==> src/rtl/csel_add_pipe_pkg.sv <==
// Shared defaults and helpers for the pipelined carry-select adder.
package csel_add_pipe_pkg;

  localparam int unsigned CSEL_WIDTH = 32;
  localparam int unsigned CSEL_BLK   = 4;
  localparam int unsigned CSEL_GRP   = 2;

  function automatic int unsigned csel_stages(int unsigned width, int unsigned blk,
                                              int unsigned grp);
    return width / (blk * grp);
  endfunction

endpackage

==> src/rtl/csel_add_pipe_blk.sv <==
// BLK-bit carry-select slice: both carry-in cases are summed up front, the real carry picks one.
module csel_blk #(
  parameter int unsigned BLK = 4
) (
  input  logic [BLK-1:0] a_i,
  input  logic [BLK-1:0] b_i,
  input  logic           ci_i,
  output logic [BLK-1:0] s_o,
  output logic           co_o
);

  logic [BLK:0] r0_c;
  logic [BLK:0] r1_c;

  assign r0_c = {1'b0, a_i} + {1'b0, b_i};
  assign r1_c = {1'b0, a_i} + {1'b0, b_i} + (BLK+1)'(1);

  assign {co_o, s_o} = ci_i ? r1_c : r0_c;

endmodule

==> src/rtl/csel_add_pipe.sv <==
// Pipelined carry-select adder/subtractor: one BLK*GRP-bit slice per stage, valid/ready with full-stall.
module csel_add_pipe
  import csel_add_pipe_pkg::*;
#(
  parameter int unsigned WIDTH = CSEL_WIDTH,
  parameter int unsigned BLK   = CSEL_BLK,
  parameter int unsigned GRP   = CSEL_GRP
) (
  input  logic             clk,
  input  logic             rst_n,
  input  logic             in_valid,
  output logic             in_ready,
  input  logic [WIDTH-1:0] x,
  input  logic [WIDTH-1:0] y,
  input  logic             cin,
  input  logic             sub,
  output logic             out_valid,
  input  logic             out_ready,
  output logic [WIDTH-1:0] sumo,
  output logic             cout,
  output logic             ovf
);

  localparam int unsigned SW     = BLK * GRP;
  localparam int unsigned STAGES = csel_stages(WIDTH, BLK, GRP);

  if ((SW == 0) || ((WIDTH % SW) != 0) || (STAGES == 0)) begin : g_bad_cfg
    $error("csel_add_pipe: WIDTH must be a non-zero multiple of BLK*GRP");
  end

  // Rank k feeds stage k; y is stored already inverted for subtraction.
  logic             v_q [STAGES];
  logic [WIDTH-1:0] x_q [STAGES];
  logic [WIDTH-1:0] y_q [STAGES];
  logic [WIDTH-1:0] s_q [STAGES];
  logic             c_q [STAGES];

  logic [WIDTH-1:0] nxt_s [STAGES];
  logic             nxt_c [STAGES];
  logic             stall;
  logic             msb_cin;

  assign stall    = out_valid & ~out_ready;
  assign in_ready = ~stall;

  for (genvar k = 0; k < STAGES; k++) begin : g_stage
    logic [GRP:0]  cc;
    logic [SW-1:0] ss;

    assign cc[0] = c_q[k];

    for (genvar g = 0; g < GRP; g++) begin : g_blk
      csel_blk #(.BLK(BLK)) u_blk (
        .a_i  (x_q[k][k*SW + g*BLK +: BLK]),
        .b_i  (y_q[k][k*SW + g*BLK +: BLK]),
        .ci_i (cc[g]),
        .s_o  (ss[g*BLK +: BLK]),
        .co_o (cc[g+1])
      );
    end

    // Bits above this slice are still zero in s_q, so OR-ing merges the new slice in.
    assign nxt_s[k] = s_q[k] | (WIDTH'(ss) << (k*SW));
    assign nxt_c[k] = cc[GRP];
  end

  assign msb_cin = nxt_s[STAGES-1][WIDTH-1] ^ x_q[STAGES-1][WIDTH-1] ^ y_q[STAGES-1][WIDTH-1];

  // Whole pipeline advances together or holds together.
  always_ff @(posedge clk or negedge rst_n) begin
    if (!rst_n) begin
      for (int unsigned r = 0; r < STAGES; r++) begin
        v_q[r] <= 1'b0;
        x_q[r] <= '0;
        y_q[r] <= '0;
        s_q[r] <= '0;
        c_q[r] <= 1'b0;
      end
      out_valid <= 1'b0;
      sumo      <= '0;
      cout      <= 1'b0;
      ovf       <= 1'b0;
    end else if (!stall) begin
      v_q[0] <= in_valid;
      x_q[0] <= x;
      y_q[0] <= sub ? ~y : y;
      s_q[0] <= '0;
      c_q[0] <= sub | cin;
      for (int unsigned r = 1; r < STAGES; r++) begin
        v_q[r] <= v_q[r-1];
        x_q[r] <= x_q[r-1];
        y_q[r] <= y_q[r-1];
        s_q[r] <= nxt_s[r-1];
        c_q[r] <= nxt_c[r-1];
      end
      out_valid <= v_q[STAGES-1];
      sumo      <= nxt_s[STAGES-1];
      cout      <= nxt_c[STAGES-1];
      ovf       <= nxt_c[STAGES-1] ^ msb_cin;
    end
  end

endmodule

==> config.mk <==
export PLATFORM = sky130hd
export DESIGN_NAME = csel_add_pipe
export DESIGN_NICKNAME = d
export VERILOG_FILES = /design/src/rtl/csel_add_pipe_pkg.sv /design/src/rtl/csel_add_pipe_blk.sv /design/src/rtl/csel_add_pipe.sv
export SDC_FILE = /design/constraint.sdc
export NUM_CORES = 1
export LEC_CHECK = 0
export BUFFER_PORTS_ARGS = -buffer_cell sky130_fd_sc_hd__buf_2
export CAP_MARGIN = 20
export CORE_ASPECT_RATIO = 0.6
export CORE_MARGIN = 10
export CORE_UTILIZATION = 64
export DETAILED_ROUTE_END_ITERATION = 10
export GPL_TIMING_DRIVEN = 1
export HOLD_SLACK_MARGIN = 0.08
export PLACE_DENSITY = 0.95
export SYNTH_ARGS = -nofsm -noshare
export SYNTH_HDL_FRONTEND = slang
export SYNTH_SLANG_ARGS = --single-unit
export TNS_END_PERCENT = 50
==> constraint.sdc <==
create_clock -name clk -period 6.6 [get_ports clk]
set_clock_uncertainty 0.1 [all_clocks]
set_input_delay 0 -clock clk [delete_from_list [all_inputs] [get_ports clk]]
set_output_delay 0 -clock clk [all_outputs]
set_load 0.005 [all_outputs]
# After elaboration in Yosys (flattened, before gate mapping)
# Cells that the tools add are included.
totals:
  regBits: 371
  inputBits: 70
  output_inout_bits: 36
op_classes:
  n_addsub: 16
  mux: 9
  n_bitwise: 11
op_table:
  columns: ["operator", "count"]
  rows:
  - ["4-bit by 4-bit adder with 5-bit output", 8]
  - ["5-bit by 1-bit adder with 5-bit output (second input constant)", 8]
  - ["5-bit 2-to-1 mux", 8]
  - ["32-bit 2-to-1 mux", 1]
  - ["32-bit NOT", 1]
  - ["32-bit by 24-bit OR with 32-bit output", 1]
  - ["32-bit OR", 1]
  - ["8-bit by 16-bit OR with 16-bit output", 1]
  - ["1-bit XOR", 3]
  - ["1-bit NOT", 2]
  - ["1-bit AND", 1]
  - ["1-bit OR", 1]

# Logic depth before layout (Yosys ltp)
depth:
  depth_word: 8
  mapped_depth: 10

# Cells and area by module
# From an unflattened synthesis, not the netlist that was laid out.
hier_totals:
  cells_unflattened: 1337
  hier_area_um2: 11731.3
modules_own_cells:
  columns: ["module", "n_inst", "cells_each", "area_per_inst_um2"]
  rows:
  - ["csel_add_pipe", 1, 1065, 9739.3]
  - ["csel_blk", 8, 34, 249.0]

# Worst setup path after synthesis
# OpenSTA, ideal clock, no wires.
synth_path:
  path_type: "flip-flop to flip-flop"
  startpoint: "register y_q[24] (netlist bit)"
  endpoint: "register ovf"
  setup_time_ns: 0.131
  t_arrival_ns: 2.265
  required_ns: 6.369
  path_slack_ns: 4.104
  stages_incl_launch_ff: 10
  cell_sequence: "dfrtp_1 > ha_1 > fa_1 > ha_1 > and3_1 > and4_4 > nor4_4 > xnor2_1 > xnor2_1 > o21ai_1"
synth_via:
  elab_chain_cells: 8
synth_lines:
  columns: ["element", "line", "rtl"]
  rows:
  - ["start, declared", "csel_add_pipe.sv:34", "logic [WIDTH-1:0] y_q [STAGES];"]
  - ["start signal, assigned by index", "csel_add_pipe.sv:92", "y_q[r] <= y_q[r-1];"]
  - ["4-bit by 4-bit adder with 5-bit output (*)", "csel_add_pipe_blk.sv:15, csel_add_pipe_blk.sv:16", null]
  - ["5-bit by 1-bit adder with 5-bit output", "csel_add_pipe_blk.sv:16", "assign r1_c = {1'b0, a_i} + {1'b0, b_i} + (BLK+1)'(1);"]
  - ["5-bit 2-to-1 mux (*) (2 in series)", "csel_add_pipe_blk.sv:18", "assign {co_o, s_o} = ci_i ? r1_c : r0_c;"]
  - ["32-bit OR", "csel_add_pipe.sv:63", "assign nxt_s[k] = s_q[k] | (WIDTH'(ss) << (k*SW));"]
  - ["1-bit XOR (2 in series)", "csel_add_pipe.sv:67", "assign msb_cin = nxt_s[STAGES-1][WIDTH-1] ^ x_q[STAGES-1][WIDTH-1] ^ y_q[STAGES-1][WIDTH-1];"]
  - ["1-bit XOR (*)", "csel_add_pipe.sv:99", "ovf <= nxt_c[STAGES-1] ^ msb_cin;"]
  - ["end signal, assigned", "csel_add_pipe.sv:99", null]
  - ["end, declared", "csel_add_pipe.sv:21", "output logic ovf"]
# Every way passes the cells marked *; elsewhere a longest branch is shown, timed or not.
# A chain may end at the register's enable or synchronous reset.

# Final worst setup path
# Ends and elaborated chain as after synthesis.

==> reports/results.txt <==
most frequent cells in the layout - nand2_1, dfrtp_1, buf_2
Max Slew Vio Count - 0
GR Util All Layers - 25.2%
Rows - 37
critical path class - reg -> reg
CP Data Required Time - 6.85 ns
count of buffers from port buffering - 105
fin nets - 1476
Synth Register Bits - 251
Core Util, Final - 77.7%
vias in the first global route - 9167
Tmin final - 2.78 ns
Initial Utilization - 65.1%
DR vias - 9314
first-pass GRT wire length - 47400 um
Cells after Synth - 1213
largest net degree at the start of global routing - 289
total CTS buffers - 24
Die Y - 122 um
Top-Level Pins - 106
Syn-to-layout area delta - 19.4%
WP data arrival - 3.04 ns
Final period util - 42.2%
Slew HR - 25.3%
Min-Delay Path Class - in -> reg
RSZ-0062 raised after global routing - no
status - finished, final reports clean
crit path capture type - flop
Worst VDD drop - 0.433 mV
initial antenna violation count - 1
clk buf depth - 3
Root Buffer - clkbuf_16
routability cong. - 0.845
CTS H-tree lvls - 1
f_max - 359 MHz
Pwr per Cell Area - 529 nW/um^2
setup slack at placement - 3.89 ns
Netlist cell types - 31
Total Wirelength - 30900 um
Avg Inst Size Synth - 9.16 um^2
Routed wire per std cell - 19.2 um
synth warn - 0
die area - 23200 um^2
Vias per Instance - 5.79
Net Count, Synth - 1331
core area - 17100 um^2
Post-Synth Adder-Cell Area - 5.94%
setup TNS - 0 ns
crit-path max FO - 3
Final setup violation count - 0
Synth Area in Compound Gates - 5.63%
drt drc - 0
number of clock sinks - 251
FILL cells - 976
Final Hold Viols - 0
clock latency on the worst-skew pair - 0.52 ns
Startpoint Class - flop
Pre-antenna DRT Iters - 5
Tot Pwr - 7.02 mW
DR iter-0 viols - 1308
clock edge transition at the registers on the reported setup and hold paths - 0.06 ns
GRT overflow - 0
die width - 190 um
XOR/XNOR Fraction of Synth Area - 5.91%
largest family of logic cells by synthesized area - simple AND/OR/NAND/NOR gates
Post-Synth Simple-Gate Area - 23.0%
Final ANT Viol Nets - 0
Pleak - 6.85 nW
CTS tree - built
register area share after synthesis - 56.5%
Mapped Area - 11100 um^2
worst-margin pin slew - 1.12 ns
share of cells above drive strength 1 - 10.9%
post-synthesis mux area share - 0.732%
Max Cap Viol - 0
post-route setup slack - 3.82 ns
Post-DP HPWL - 16300 um
commonest non-fill, non-tap cell in the layout - nand2_1
==> layer usage <==
layer / GRT usage [%] / routed length, um / vias up
li1: - / - / 4119
met1: 31.3 / 11700 / 4415
met2: 41.9 / 14500 / 610
met3: 5.48 / 2880 / 170
met4: 11.3 / 1770 / 0
met5: 0 / 0 / -
==> cells by family (layout without fill, tap and decap cells) <==
group	Yosys count	after routing
buffers and inverters	67	225
other	0	3
AO/OA/AOI/OAI	111	111
multiplexers	8	8
adder cells (fa/ha/maj)	48	48
AND/OR/NAND/NOR	653	653
XOR/XNOR	75	75
flip-flops	251	251
==> per-stage QoR <==
| stage | cell area (um^2) | hold WS [ns] | std cells |
|---|---|---|---|
| 2_1_floorplan | 11100 | -0.396 | 1213 |
| 3_3_place_gp | 11800 | -0.0265 | 1496 |
| 3_5_place_dp | 11800 | -0.0222 | 1496 |
| 4_1_cts | 13200 | 0.112 | 1604 |
| 5_1_grt | 13300 | 0.160 | 1606 |
| 6_report | 13300 | 0.123 | 1608 |
==> what timing repair did <==
item                      in CTS  in global routing
setup buffers                  0                  0
hold endpoints to repair     162                  0
resized for setup              0                  0
hold buffers                  69                  0
==> where the power goes <==
part	leakage (nW)	internal [mW]	switching, mW	total [mW]
Combinational	3.45	1.15	1.79	2.93
Clock	0.368	0.785	0.574	1.36
Sequential	3.04	2.23	0.494	2.73
Total	6.85	4.17	2.85	7.02
==> cell type report <==
type | instances | area [um^2] | share of cell area, %
clock buffers | 38 | 724 | 5.46
clock inverters | 1 | 30.0 | 0.226
flip-flops and latches | 251 | 6280 | 47.3
repair buffers | 179 | 1310 | 9.90
multi-input cells | 895 | 4590 | 34.6
inverters | 7 | 31.3 | 0.236
diodes | 3 | 7.51 | 0.0566
well taps | 234 | 293 | 2.21
==> worst max-delay path, cell delays in order, from the launching register on <==
cell and delay, ns:
dfrtp_1 0.39, ha_1 0.24, fa_1 0.54, ha_1 0.20, and3_1 0.24, a31oi_2 0.18, nor4_4 0.31, xnor2_1 0.19
xnor2_1 0.16, o21ai_1 0.07
==> synth_stat cells (all sizes together) <==
| master | instances | area share [%] |
|---|---|---|
| o21ai | 55 | 2.5 |
| fa | 8 | 1.4 |
| nand4b | 1 | 0.079 |
| inv | 6 | 0.20 |
| nor4 | 1 | 0.19 |
| xnor2 | 62 | 4.9 |
| nor3 | 1 | 0.090 |
| xor2 | 13 | 1.0 |
| nand4 | 6 | 0.34 |
| nand2 | 600 | 20 |
| a21o | 21 | 1.4 |
| nor2 | 18 | 0.61 |
| nand2b | 1 | 0.056 |
| o31ai | 4 | 0.27 |
| a21oi | 30 | 1.4 |
| and2 | 5 | 0.28 |
| dfrtp | 251 | 57 |
| nand3 | 9 | 0.41 |
| clkbuf | 57 | 1.9 |
| buf | 3 | 0.10 |
| nor2b | 3 | 0.17 |
| mux2 | 1 | 0.10 |
| and4 | 1 | 0.10 |
| a31oi | 1 | 0.11 |
| or3 | 2 | 0.16 |
| mux2i | 7 | 0.63 |
| ha | 40 | 4.5 |
| and3 | 5 | 0.28 |
| clkinv | 1 | 0.034 |
==> sequential cells by signal, summed over array words and instances (netlist names) <==
name       flops
y_q           80
x_q           80
s_q           48
out_valid      1
cout           1
c_q            4
sumo          32
v_q            4
ovf            1
==> final timing paths <==
check,to,cells past startpoint,startpoint,slack (ns)
min in group asynchronous,sumo[12],4,rst_n,0.58
max in group asynchronous,y_q[126],4,rst_n,4.98
max reg2reg,ovf,9,y_q[24],3.82
max,ovf,9,y_q[24],3.82
min,x_q[105],4,x[9],0.12
min reg2reg,sumo[10],2,sumo[10],0.36
(Power assumes the default switching activity.)
